<file path="src/rtl/alu_ops_pkg.sv">
// Shared operand-bus definitions: the entry-state enum and the operand word field layout
// used by both the operand builder and the shift stage.
package alu_ops_pkg;

  localparam int OPERANDS_W  = 10;
  localparam int TORIGHT_BIT = 9;
  localparam int BIN_MSB     = 8;
  localparam int BIN_LSB     = 3;
  localparam int SHAMT_W     = 3;
  localparam int BIN_W       = BIN_MSB - BIN_LSB + 1;

  // Encodings double as the phase value shown to the user.
  typedef enum logic [1:0] {
    S_DIR   = 2'd0,
    S_BIN   = 2'd1,
    S_SHAMT = 2'd2,
    S_SEND  = 2'd3
  } state_e;

endpackage

</file>
<file path="src/rtl/button_conditioner.sv">
// Turns an asynchronous push button into a single-cycle press pulse: 2-flop synchronizer,
// optional counter debounce (compile with DEBOUNCE_EN), then a registered rising-edge detector.
module button_conditioner #(
  parameter int DEBOUNCE_CYCLES = 16
) (
  input  logic clk,
  input  logic reset_n,
  input  logic btn,
  output logic pulse
);

  logic sync1_q, sync1_d;
  logic sync2_q, sync2_d;
  logic level_prev_q, level_prev_d;
  logic pulse_q, pulse_d;
  logic level;

  // Empty marker block that only shows up in the hierarchy when the parameter is out of range.
  if (DEBOUNCE_CYCLES < 2 || DEBOUNCE_CYCLES > 65535) begin : g_debounce_cycles_out_of_range
  end

`ifdef DEBOUNCE_EN
  localparam int CNT_W = $clog2(DEBOUNCE_CYCLES);

  logic [CNT_W-1:0] cnt_q, cnt_d;
  logic             stable_q, stable_d;

  // cnt_q counts consecutive samples that disagree with the accepted level; any agreeing
  // sample restarts it, and the level flips on the DEBOUNCE_CYCLES-th disagreeing sample.
  always_comb begin
    cnt_d    = '0;
    stable_d = stable_q;
    if (sync2_q != stable_q) begin
      if (cnt_q == CNT_W'(DEBOUNCE_CYCLES - 1)) begin
        stable_d = sync2_q;
      end else begin
        cnt_d = cnt_q + CNT_W'(1);
      end
    end
  end

  always_ff @(posedge clk or negedge reset_n) begin
    if (!reset_n) begin
      cnt_q    <= '0;
      stable_q <= 1'b0;
    end else begin
      cnt_q    <= cnt_d;
      stable_q <= stable_d;
    end
  end

  assign level = stable_q;
`else
  assign level = sync2_q;
`endif

  always_comb begin
    sync1_d      = btn;
    sync2_d      = sync1_q;
    level_prev_d = level;
    pulse_d      = level & ~level_prev_q;
  end

  always_ff @(posedge clk or negedge reset_n) begin
    if (!reset_n) begin
      sync1_q      <= 1'b0;
      sync2_q      <= 1'b0;
      level_prev_q <= 1'b0;
      pulse_q      <= 1'b0;
    end else begin
      sync1_q      <= sync1_d;
      sync2_q      <= sync2_d;
      level_prev_q <= level_prev_d;
      pulse_q      <= pulse_d;
    end
  end

  assign pulse = pulse_q;

endmodule

</file>
<file path="src/rtl/operand_builder.sv">
// Assembles the {toRight, binary, shamt} operand word one field per Enter press and offers it
// on a valid/ready handshake. Optional button debounce is enabled with the DEBOUNCE_EN macro.
module operand_builder
  import alu_ops_pkg::*;
#(
  parameter int DEBOUNCE_CYCLES = 16
) (
  input  logic                  clk,
  input  logic                  reset_n,
  input  logic [BIN_W-1:0]      sw,
  input  logic                  btn_enter,
  input  logic                  btn_clear,
  input  logic                  operands_ready,
  output logic [OPERANDS_W-1:0] operands,
  output logic                  operands_valid,
  output logic [1:0]            phase
);

  logic enter_pulse;
  logic clear_pulse;

  state_e                  state_q, state_d;
  logic [1:0]              phase_q, phase_d;
  logic [OPERANDS_W-1:0]   operands_q, operands_d;
  logic                    valid_q, valid_d;

  button_conditioner #(.DEBOUNCE_CYCLES(DEBOUNCE_CYCLES)) u_enter (
    .clk     (clk),
    .reset_n (reset_n),
    .btn     (btn_enter),
    .pulse   (enter_pulse)
  );

  button_conditioner #(.DEBOUNCE_CYCLES(DEBOUNCE_CYCLES)) u_clear (
    .clk     (clk),
    .reset_n (reset_n),
    .btn     (btn_clear),
    .pulse   (clear_pulse)
  );

  // Clear wins over Enter and over a same-cycle handshake.
  always_comb begin
    state_d    = state_q;
    operands_d = operands_q;
    valid_d    = valid_q;
    if (clear_pulse) begin
      state_d    = S_DIR;
      operands_d = '0;
      valid_d    = 1'b0;
    end else begin
      unique case (state_q)
        S_DIR: if (enter_pulse) begin
          operands_d[TORIGHT_BIT] = sw[0];
          state_d                 = S_BIN;
        end
        S_BIN: if (enter_pulse) begin
          operands_d[BIN_MSB:BIN_LSB] = sw;
          state_d                     = S_SHAMT;
        end
        S_SHAMT: if (enter_pulse) begin
          operands_d[SHAMT_W-1:0] = sw[SHAMT_W-1:0];
          state_d                 = S_SEND;
          valid_d                 = 1'b1;
        end
        S_SEND: if (valid_q && operands_ready) begin
          valid_d = 1'b0;
          state_d = S_DIR;
        end
        default: state_d = S_DIR;
      endcase
    end
    phase_d = state_d;
  end

  always_ff @(posedge clk or negedge reset_n) begin
    if (!reset_n) begin
      state_q    <= S_DIR;
      phase_q    <= 2'd0;
      operands_q <= '0;
      valid_q    <= 1'b0;
    end else begin
      state_q    <= state_d;
      phase_q    <= phase_d;
      operands_q <= operands_d;
      valid_q    <= valid_d;
    end
  end

  assign operands       = operands_q;
  assign operands_valid = valid_q;
  assign phase          = phase_q;

endmodule

</file>
<file path="config.mk">
export PLATFORM = sky130hd
export DESIGN_NAME = operand_builder
export DESIGN_NICKNAME = d
export VERILOG_FILES = /design/src/rtl/alu_ops_pkg.sv /design/src/rtl/button_conditioner.sv /design/src/rtl/operand_builder.sv
export SDC_FILE = /design/constraint.sdc
export NUM_CORES = 1
export LEC_CHECK = 0
export ABC_AREA = 1
export CORE_MARGIN = 2
export CORE_UTILIZATION = 44
export CTS_BUF_LIST = sky130_fd_sc_hd__clkbuf_2 sky130_fd_sc_hd__clkbuf_4 sky130_fd_sc_hd__clkbuf_8
export DETAILED_ROUTE_END_ITERATION = 10
export PLACE_DENSITY_LB_ADDON = 0.08
export SLEW_MARGIN = 30
export SYNTH_ARGS = -nofsm -noshare
export SYNTH_HDL_FRONTEND = slang
export SYNTH_HIERARCHICAL = 1
export SYNTH_SLANG_ARGS = --single-unit
</file>
<file path="constraint.sdc">
create_clock -name clk -period 1.25 [get_ports clk]
set_input_delay 0.125 -clock clk [delete_from_list [all_inputs] [get_ports clk]]
set_output_delay 0.125 -clock clk [all_outputs]
set_load 0.1 [all_outputs]
</file>
Word level (Yosys, flattened, before mapping)
Cells that the tools add are included.
{ "word_totals": {"ff_bits": 21, "out_inout_bits": 13, "elab_cells": 53} }
{ "classes": {"n_eq_ne": 7, "mux": 17, "n_bitwise": 4, "n_reduce_logical": 12} }
{ "ops": {"columns": ["operator", "n"], "rows": [
  ["$mux W6", 2],
  ["$mux W10", 1],
  ["$mux W2", 5],
  ["$ne A3 B1 Y1 const B", 3],
  ["$pmux W2 S4", 1],
  ["$reduce_bool A2 Y1", 4],
  ["$mux W3", 2],
  ["$reduce_and A2 Y1", 3],
  ["$mux W1", 5],
  ["$eq A2 B2 Y1 const B", 2],
  ["$reduce_and A4 Y1", 1],
  ["$ne A3 B2 Y1 const B", 1],
  ["$reduce_and A3 Y1", 1],
  ["$reduce_bool A3 Y1", 1],
  ["$and A1 B1 Y1", 2],
  ["$eq A2 B1 Y1 const B", 1],
  ["$logic_not A2 Y1", 1],
  ["$not A1 Y1", 2],
  ["$pmux W1 S2", 1],
  ["$logic_and A1 B1 Y1", 1]
]} }

Logic depth before layout (Yosys ltp)
Gate-level depths: netlist of run 1.
{ "depth": {"ltp_word": 4, "mapped_depth": 8} }

By module
Netlist of run 1, hierarchy kept.
{ "modules_own_cells": {"columns": ["module", "n_inst", "cells_each", "area_per_inst_um2", "seq_area_each_um2"], "rows": [
  ["operand_builder", 1, 90, 704.4, 325.3],
  ["button_conditioner", 2, 6, 110.1, 100.1]
]} }

Worst setup path after synthesis of run 1
Ideal clock, no wire load.
{ "synth_path": {"path_type": "register to register", "start": "register, netlist name phase[1]", "end": "register phase_q[1] (netlist: phase[1])", "setup_time_ns": 0.123, "arrival_time_ns": 1.785, "required_time_ns": 1.127, "path_slack_ns": -0.658, "path_stages_with_launch": 9, "path_buffers": 0, "period_less_slack_ns": 1.908, "path_cell_list": "dfrtp_1 inv_1 ha_1 nor2_1 nand2_1 nand2_1 nand2_1 nand2_1 nand2_1"} }
{ "synth_rtl": {"columns": ["item", "line_no", "text"], "rows": [
  ["end signal: assignment", "operand_builder.sv:83", "phase_q <= phase_d;"],
  ["end: declaration", "operand_builder.sv:23", "logic [1:0] phase_q, phase_d;"]
]} }

Final worst setup path of run 1
{ "layout_path": {"start": "register phase_q[1] (netlist: phase[1])", "end": "output phase[1]"} }
{ "layout_rtl": {"columns": ["item", "line_no", "text"], "rows": [
  ["end: declaration", "operand_builder.sv:16", "output logic [1:0] phase"]
]} }
No word-level cell between the ends.

==> summary.md, run 1 <==
| Metric | Value |
|---|---|
| Run status | finished, violations left |
| Failing checks | negative setup slack |
| RSZ-0062 raised after global routing | yes |
| Final HPWL from detailed placement | 1330 um |
| Mapped Nets | 117 |
| Io pins | 24 |
| Main flop type after synthesis | dfrtp_1 |
| Hold-fix buffers at CTS | 0 |
| Initial antenna violation count | 0 |
| Top-count cell post-synth | nand2_1 |
| Register share of total power | 30.2% |
| EDFF count, synth | 0 |
| CTS Buf Count | 3 |
| Residual DRC | 0 |
| Asr flop ratio synth | 100% |
| Area grow syn2layout | 53.5% |
| Worst reg-to-reg path cell count | 8 |
| Crit-path max cell delay | 540 ps |
| WP data arrival | 1130 ps |
| H-tree Lvls | 1 |
| HP Class | primary input to async pin |
| Synth cell types | 16 |
| Area leader, netlist | dfrtp_1 |
| YS warnings | 6 |
| Multi-input logic area | 365 um2 |
| Area of the die | 2480 um2 |
| Crit path buffers/inverters | 2 |
| Postcts setup bufs | 0 |
| Sw power | 1.66 mW |
| Period utilization | 100% |
| Die height | 49.8 um |
| Post-Route WL | 1830 um |
| Diodes inserted | 0 |
| Cells along the critical path | buf_6, buf_12 |
| Worst path top cell family by delay | flip-flops |
| Power Total | 3.36 mW |
| Final ANT Viol Nets | 0 |
| Die width | 49.8 um |
| Synth Register Bits | 21 |
| Initial DRC Count | 7 |
| Slowest stage cell on the critical path | dfrtp_4 |
| Crit Path Class | flop to output port |
| Mean Syn Cell Area | 9.07 um2 |
| Initial Utilization | 46.7% |
| Tightest Pin Transition | 264 ps |
| Core area | 1980 um2 |
| Max Clk Rate | 0.800 GHz |
| MaxCap Viol Count | 0 |
| Max clock buf depth | 2 |
| Pwr/cell area | 2370 nW/um2 |
| Setup ws final | -0.280 ps |
| Share of cells above drive strength 1 | 31.3% |
| # rows | 16 |
| Crit path required time | 1120 ps |
| Lkg Pwr | 0.703 nW |
| Register Area | 534 um2 |
| Sink Count | 21 |
| Int Power | 1.70 mW |
| GRT overflow | 0 |
| CTS tree | done |
| Vias in the first global route | 732 |
| Vias | 735 |
| Worst skew pair latency | 290 ps |
| Worst clock skew | 2.34 ps |
| Switch share | 49.4% |
| VDD IR-drop max | 1.71 mV |
| Largest net degree at the start of global routing | 22 |
| Synth top area share | 56.8% |
| Worst slew margin | 82.4% |
| Sequential fraction of the synthesis area | 56.8% |
| First-pass GRT wire length | 3170 um |
| Post-layout minimum cycle time | 1250 ps |
| Worst-path fanout max | 5 |
| Post-synth top cells | 32 x nand2_1, 21 x dfrtp_1, 13 x inv_1 |
| Final setup fails | 1 |
| Clock tree root driver cell | clkbuf_4 |
| Port Buffers | 23 |
| Comb pwr share | 60.3% |
| Clock-pin slew on the worst setup and hold paths | 120 ps |
| Via density | 4.65 |
| Critical path depth | 2 |
| Fin. Hold Viols | 0 |
| Final Slew Violations | 0 |
| Crit. End Element | output port |
| GRT Overall Usage | 16.4% |
| CP Launch Type | flop |
| Top cells by area, synth | dfrtp_1 57%, nand2_1 13%, ha_1 5.4% |
| Gpl congestion | 0.777 |
| Fin util | 71.6% |
| Cell Area, Synth | 925 um2 |
| # nets final | 147 |
| Fill cells | 146 |
| Mapped Cells | 102 |
| Mean routed wirelength per cell | 11.6 um |
| Clock share of power | 9.4% |
| Pre-antenna DRT Iters | 4 |
power by group through the flow:
stage               registers, mW  clock network, mW  logic (mW)
floorplan                    1.79                  0       0.429
global placement             1.02                  0        1.88
detailed placement           1.02                  0        1.91
CTS                          1.02              0.325        1.93
global route                 1.03              0.356        2.14
finish                       1.02              0.317        2.03
area by class of cell:
cell class / count / share of cell area (%)
Multi-Input combinational cell: 64 / 25.7
Tap cell: 27 / 2.38
Clock inverter: 1 / 0.353
Sequential cell: 21 / 37.7
Clock buffer: 3 / 1.59
Inverter: 15 / 4.50
Timing Repair Buffer: 27 / 27.8
path summary, 6_finish.rpt:
kind	slack, ps	start	end
worst max-delay path	-0.3	phase[1]$_DFFE_PN0P_	phase[1]
worst min-delay path	150	reset_n	phase[0]$_DFFE_PN0P_
worst max register to register	-0.3	phase[1]$_DFFE_PN0P_	phase[1]$_DFFE_PN0P_
worst min register to register	360	u_enter/sync1_q$_DFF_PN0_	u_enter/level$_DFF_PN0_
max in group asynchronous	860	reset_n	phase[1]$_DFFE_PN0P_
min in group clk	260	btn_clear	u_clear/sync1_q$_DFF_PN0_
stage by stage:
stage	hold WS, ps	std cells	area, um2	setup slack [ps]	TNS [ps]
2_1_floorplan	-171	102	956	-120	-440
3_3_place_gp	333	154	1360	56.4	0
3_5_place_dp	335	154	1360	7.22	0
4_1_cts	160	158	1390	-0.545	-0.545
5_1_grt	194	158	1420	-58.7	-258
6_report	154	158	1420	-0.280	-0.280
placed cells by master, fill, tap and decap left out, types with 2 or more instances in the layout:
cell and instances:
clkbuf_4 3, a21oi_1 3, dfrtp_1 18, inv_2 3
nand3_1 10, nor2_1 6, ha_4 2, dfrtp_4 2
inv_1 10, nor2_2 2, nand2_4 2, nand2_2 4
o21ai_1 2, buf_12 13, clkdlybuf4s50_1 10, buf_4 3
nand2_1 28
kinds of logic (layout without fill, tap and decap cells):
family / Yosys count / in the layout / synth area share (%)
AOI/OAI and AO/OA: 6 / 6 / 3.52
adders and majority gates: 4 / 4 / 5.41
and+or+nand+nor: 54 / 54 / 25.2
buffers and inverters: 17 / 46 / 9.07
DFF: 21 / 21 / 56.8
registers in the layout (all words and copies together), names as in the netlist:
register	count
operands	10
phase	2
operands_valid	1
u_clear/level	1
u_clear/level_prev_q	1
u_clear/pulse	1
u_clear/sync1_q	1
u_enter/level	1
u_enter/level_prev_q	1
u_enter/pulse	1
u_enter/sync1_q	1
repair_timing:
item / in CTS / in global routing
gates resized for setup: 2 / 7
pin swaps: 0 / 3
setup endpoints to repair: 3 / 11
layer usage:
layer	part of all wire [%]	GRT usage, %	vias up
met5	0	0	-
met4	0.77	4.17	0
met3	5.8	4.24	2
met2	50	27.1	21
met1	44	21.6	337
li1	-	-	375
worst register-to-register path, delay by kind of cell (launching register included):
| family | cells | cell delay (ps) |
|---|---|---|
| buffers and inverters | 2 | 150 |
| adders and majority gates | 1 | 200 |
| and+or+nand+nor | 5 | 300 |
| DFF | 1 | 540 |
No activity file was read; power rests on OpenSTA's default activity.
==> run 2: changes to the inputs <==
Settings changed: CORE_UTILIZATION 44 to 42, CTS_BUF_LIST sky130_fd_sc_hd__clkbuf_2 sky130_fd_sc_hd__clkbuf_4 sky130_fd_sc_hd__clkbuf_8 to sky130_fd_sc_hd__clkbuf_16.
==> run 2 against run 1 <==
Compared with the run above:
- the run now ends clean
- highest routed layer unchanged
- flip-flop and latch count is the same
- critical path depth grew 6
- cell area grew 4.5%
- register-to-register slack is essentially flat
- hold slack gained 55 ps
- clock power grew 120%
- fmax grew 0.64%
- sequential share of layout area shrank 1.6 points
- power grew 12%
- die area grew 4.4%
- sequential power is essentially flat
- via count grew 2.6%
==> summary.md, run 2 (synthesis results as in run 1) <==
| Metric | Value |
|---|---|
| HP Class | primary input to async pin |
| Largest net degree at the start of global routing | 22 (unchanged) |
| Initial DRC Count | 4 (-3) |
| Worst-path fanout max | 5 (unchanged) |
| Pre-antenna DRT Iters | 4 (unchanged) |
| Hold-fix buffers at CTS | 0 (unchanged) |
| Lkg Pwr | 0.721 nW (+2.6%) |
| Max Clk Rate | 0.805 GHz (+0.64%) |
| WP data arrival | 1390 ps (+260 ps) |
| Post-Route WL | 1990 um (+8.8%) |
| Commonest cells after routing, fill and taps aside | 29 x nand2_1, 18 x dfrtp_1, 13 x buf_12 |
| R2R Setup Slk | 8 ps (about the same) |
| RSZ-0062 raised after global routing | yes |
| Vias | 754 (+2.6%) |
| Via density | 4.77 (+2.6%) |
| GRT Overall Usage | 17.3% (+0.89 points) |
| # nets final | 147 (unchanged) |
| Most common cell after layout, fill and taps aside | nand2_1 |
| First-pass GRT wire length | 3360 um (+6.1%) |
| Setup ws final | 7.67 ps (+7.95 ps) |
| Mean routed wirelength per cell | 12.6 um (+8.8%) |
| VDD IR-drop max | 1.94 mV (+13%) |
| Die height | 50.9 um (+2.2%) |
| Final Slew Violations | 0 (unchanged) |
| Power Total | 3.77 mW (+12%) |
| Core area | 2020 um2 (+2.0%) |
| Die width | 50.9 um (+2.2%) |
| Capturing point of the worst reg2reg path | phase[0]$_DFFE_PN0P_ |
| # rows | 16 (unchanged) |
| Slowest stage cell on the critical path | dfrtp_4 |
| GRT overflow | 0 (unchanged) |
| Share of cells above drive strength 1 | 31.3% (unchanged) |
| Run status | finished clean |
| Port Buffers | 23 (unchanged) |
| Final setup TNS | 0 ps (+0.280 ps) |
| Vias in the first global route | 749 (+2.3%) |
| Worst slew margin | 82.1% (-0.33 points) |
| Clock tree root driver cell | clkbuf_16 |
| Tightest Pin Transition | 269 ps (+4.89 ps) |
| CTS tree | done |
| Worst skew pair latency | 250 ps (-40 ps) |
| Crit path required time | 1400 ps (+280 ps) |
| Max clock buf depth | 2 (unchanged) |
| Max reg flops | 10 (unchanged) |
| Worst clock skew | 1.81 ps (-0.533 ps) |
| Final ANT Viol Nets | 0 (unchanged) |
| Crit Path Class | flop to flop |
| Post-layout minimum cycle time | 1240 ps (-7.95 ps) |
| Initial Utilization | 45.7% (-0.92 points) |
| MaxCap Viol Count | 0 (unchanged) |
| Period utilization | 99.4% (-0.64 points) |
| Crit path launch | phase[0]$_DFFE_PN0P_ |
| Final setup fails | 0 (-1) |
| Residual DRC | 0 (unchanged) |
| Worst reg-to-reg path cell count | 8 (unchanged) |
| Initial antenna violation count | 0 (unchanged) |
| Crit-path max cell delay | 480 ps (-60 ps) |
| Setup WS pre-CTS | -7.85 ps (-15.1 ps) |
| Sink Count | 21 (unchanged) |
| CP Launch Type | flop |
| Area grow syn2layout | 60.4% |
| Most used cell, CP | nand2_2 |
| Fin. Hold Viols | 0 (unchanged) |
| Worst R2R Start | phase[0]$_DFFE_PN0P_ |
| Area of the die | 2590 um2 (+4.4%) |
| Io pins | 24 (unchanged) |
| Cells along the critical path | inv_4, ha_4, nor2_4, nand2_2, nand2_2, nand2_2, nand2_1, nand2_1 |
| Gpl congestion | 0.826 (+6.4%) |
| H-tree Lvls | 1 (unchanged) |
| Pwr/cell area | 2540 nW/um2 (+7.3%) |
| Clock-pin slew on the worst setup and hold paths | 60 ps (-60 ps) |
| Final HPWL from detailed placement | 1450 um (+9.3%) |
| Crit. End Element | flop |
| CTS Buf Count | 3 (unchanged) |
| Diodes inserted | 0 (unchanged) |
| CP endpoint | phase[0]$_DFFE_PN0P_ |
-- run 2: how the worst min path moves through the flow --
| stage | depth (start not counted) | end | from |
|---|---|---|---|
| after floorplan | 0 | operands[0]$_DFFE_PN0P_ | reset_n |
| after global placement | 0 | u_clear/level$_DFF_PN0_ | u_clear/sync1_q$_DFF_PN0_ |
| after detailed placement | 0 | u_clear/level$_DFF_PN0_ | u_clear/sync1_q$_DFF_PN0_ |
| after CTS | 2 | phase[0]$_DFFE_PN0P_ | reset_n |
| after global routing | 2 | phase[1]$_DFFE_PN0P_ | reset_n |
| final | 2 | u_clear/level$_DFF_PN0_ | reset_n |
-- run 2: what timing repair did --
| item | CTS | global route |
|---|---|---|
| gates resized for setup | 2 | 8 |
| pin swaps | 0 | 2 |
| setup endpoints to repair | 2 | 9 |
| setup buffers | 0 | 0 |
-- run 2: critical path: cells and delay by family, from the launching register on --
family	cells	cell delay, ps
flip-flops	1	480
AND/OR/NAND/NOR	6	430
adder cells (fa/ha/maj)	1	170
buffers and inverters	1	60
-- run 2: per-layer routing --
metal / GRT usage [%] / up-vias / wire length (um)
met5: 0 / - / 0
met4: 6.76 / 0 / 16
met1: 22.5 / 365 / 880
met3: 3.51 / 2 / 80
met2: 28.4 / 16 / 1010
li1: - / 371 / -
-- run 2: layout make-up --
type | count | area [um2]
Clock inverter | 1 | 7.51
Sequential cell | 21 | 534
Tap cell | 27 | 33.8
Fill cell | 143 | 539
Inverter | 15 | 66.3
Timing Repair Buffer | 27 | 394
Clock buffer | 3 | 75.1
Multi-Input combinational cell | 64 | 372
-- run 2: stage by stage --
step / std cells / hold slack, ps / utilization [%] / instance area [um2]
floorplan: 102 / -171 / - / 956
global placement: 154 / 339 / 67.1 / 1360
detailed placement: 154 / 342 / 67.1 / 1360
CTS: 158 / 220 / 71.6 / 1450
global route: 158 / 233 / 73.3 / 1480
finish: 158 / 209 / 73.3 / 1480
-- run 2: report_power, final --
part / internal [mW] / switching, mW
sequential: 0.833 / 0.197
combinational: 0.766 / 1.29
clock: 0.433 / 0.251
==> run 3: changes to the inputs <==
Settings changed: MAX_ROUTING_LAYER from default to met4, SKIP_CTS_REPAIR_TIMING from default to 1.
Clock period 1.25 ns to 1.05 ns, I/O delays scaled along.
==> run 3 against run 2 <==
Compared with the run above:
- the flow now finishes with violations (negative setup slack)
- largest cell class unchanged
- critical endpoint is now phase[1]$_DFFE_PN0P_
- register-to-register slack worse by 230 ps
- cell area is 3.9% higher
- sequential share of layout area decreased by 1.3 points
- global-route usage grew 0.34 points
- highest routed layer unchanged
==> summary.md, run 3 (synthesis results as in run 1) <==
| Metric | Value |
|---|---|
| CTS Buf Count | 3 (unchanged) |
| Worst slew margin | 84.4% (+2.3 points) |
| Initial DRC Count | 10 (+6) |
| Post-layout minimum cycle time | 1280 ps (+32.9 ps) |
| Worst clock skew | 2.64 ps (+0.828 ps) |
| Area grow syn2layout | 66.6% |
| Max Clk Rate | 0.784 GHz (-2.6%) |
| Io pins | 24 (unchanged) |
| Cells after DPL | 157 (+1.9%) |
| Vias in the first global route | 790 (+5.5%) |
| Lkg Pwr | 0.752 nW (+4.3%) |
| Final Slew Violations | 0 (unchanged) |
| WP data arrival | 1420 ps (+30 ps) |
| Run status | finished, violations left |
| Fill cells | 129 (-9.8%) |
| MaxCap Viol Count | 0 (unchanged) |
| Initial antenna violation count | 0 (unchanged) |
| Register Area | 534 um2 (unchanged) |
| Residual DRC | 0 (unchanged) |
| RSZ-0062 raised after global routing | yes |
| # nets final | 151 (+2.7%) |
| Setup ws final | -225 ps (-233 ps) |
| CP Launch Type | flop |
| Largest net degree at the start of global routing | 22 (unchanged) |
| Crit. End Element | flop |
| Fin. Hold Viols | 0 (unchanged) |
| Most common cell after layout, fill and taps aside | nand2_1 |
| CTS tree | done |
| Worst skew pair latency | 250 ps (about the same) |
| Commonest cells after routing, fill and taps aside | 27 x nand2_1, 18 x dfrtp_1, 14 x buf_12, 10 x inv_1, 10 x clkdlybuf4s50_1 |
| Post-Route WL | 2060 um (+3.6%) |
| Final ANT Viol Nets | 0 (unchanged) |
| Period utilization | 121% (+22 points) |
| Hold_ws | 191 ps (-17.9 ps) |
| Area of the die | 2590 um2 (unchanged) |
| Clock-pin slew on the worst setup and hold paths | 60 ps (about the same) |
| Pre-antenna DRT Iters | 4 (unchanged) |
| Via density | 4.78 (+0.12%) |
| Port Buffers | 23 (unchanged) |
| Vias | 774 (+2.7%) |
| Failing checks | negative setup slack |
| Diodes inserted | 0 (unchanged) |
| Max reg flops | 10 (unchanged) |
| H-tree Lvls | 1 (unchanged) |
| # rows | 16 (unchanged) |
| Gpl congestion | 0.896 (+8.5%) |
| GRT overflow | 0 (unchanged) |
| Pwr/cell area | 3000 nW/um2 (+18%) |
| Share of cells above drive strength 1 | 37.0% (+5.7 points) |
| Final setup fails | 15 (+15) |
| Clock tree root driver cell | clkbuf_16 |
| Post-Layout Cell Count | 162 (+2.5%) |
| Tightest Pin Transition | 234 ps (-34.6 ps) |
| VDD IR-drop max | 2.05 mV (+5.8%) |
| Die height | 50.9 um (unchanged) |
| Crit path required time | 1190 ps (-210 ps) |
| Crit Path Class | flop to flop |
| Initial Utilization | 45.7% (unchanged) |
| GRT Overall Usage | 17.7% (+0.34 points) |
| HP Class | primary input to async pin |
| Core area | 2020 um2 (unchanged) |
| Mean routed wirelength per cell | 12.7 um (+1.1%) |
| Max clock buf depth | 2 (unchanged) |
| Final HPWL from detailed placement | 1350 um (-7.0%) |
| Sink Count | 21 (unchanged) |
| Multi-input logic area | 389 um2 (+4.7%) |
| First-pass GRT wire length | 3380 um (+0.63%) |
| Worst-path fanout max | 5 (unchanged) |
| Die width | 50.9 um (unchanged) |
| R2R Setup Slk | -230 ps (-230 ps) |
==> run 3: through the flow <==
stage / TNS (ps) / util [%] / instance area (um2) / setup WS [ps] / total power, mW
2_1_floorplan: -2990 / - / 956 / -320 / 2.64
3_3_place_gp: -1120 / 68.9 / 1390 / -134 / 3.51
3_5_place_dp: -1480 / 68.9 / 1390 / -187 / 3.56
4_1_cts: -1980 / 72.8 / 1470 / -211 / 4.37
5_1_grt: -2730 / 76.2 / 1540 / -287 / 4.82
6_report: -1910 / 76.2 / 1540 / -225 / 4.62
==> run 3: path summary, 6_finish.rpt <==
| check | cells past startpoint | from | endpoint |
|---|---|---|---|
| max reg2reg | 8 | phase[1]$_DFFE_PN0P_ | phase[1]$_DFFE_PN0P_ |
| max | 8 | phase[1]$_DFFE_PN0P_ | phase[1]$_DFFE_PN0P_ |
| min | 2 | reset_n | u_clear/level$_DFF_PN0_ |
| max in group asynchronous | 2 | reset_n | phase[1]$_DFFE_PN0P_ |
| min reg2reg | 0 | u_clear/sync1_q$_DFF_PN0_ | u_clear/level$_DFF_PN0_ |
| min in group clk | 1 | btn_enter | u_enter/sync1_q$_DFF_PN0_ |
==> run 3: final cells by class <==
cell class                      count  area share (%)
Clock buffer                        3            4.87
Clock inverter                      1           0.325
Inverter                           15            4.31
Multi-Input combinational cell     64            25.3
Sequential cell                    21            34.7
Tap cell                           27            2.19
Timing Repair Buffer               31            28.4
==> run 3: routing by layer <==
| layer | up-vias | share of wire (%) | track usage [%] |
|---|---|---|---|
| li1 | 378 | - | - |
| met1 | 374 | 42 | 21.8 |
| met2 | 18 | 53 | 29.9 |
| met3 | 4 | 3.9 | 2.63 |
| met4 | 0 | 0.78 | 5.86 |
| met5 | - | 0 | - |
==> run 3: report_power, final <==
| part | internal, mW | total (mW) | switching, mW |
|---|---|---|---|
| clock network | 0.511 | 0.793 | 0.283 |
| registers | 0.991 | 1.22 | 0.224 |
| logic | 1.00 | 2.61 | 1.61 |
==> run 3: worst max-delay path: stages, from the launching register on <==
cell	delay [ps]
dfrtp_4	470
inv_4	60
ha_4	170
nor2_4	120
nand2_2	60
nand2_2	90
nand2_2	70
nand2_1	70
nand2_1	50
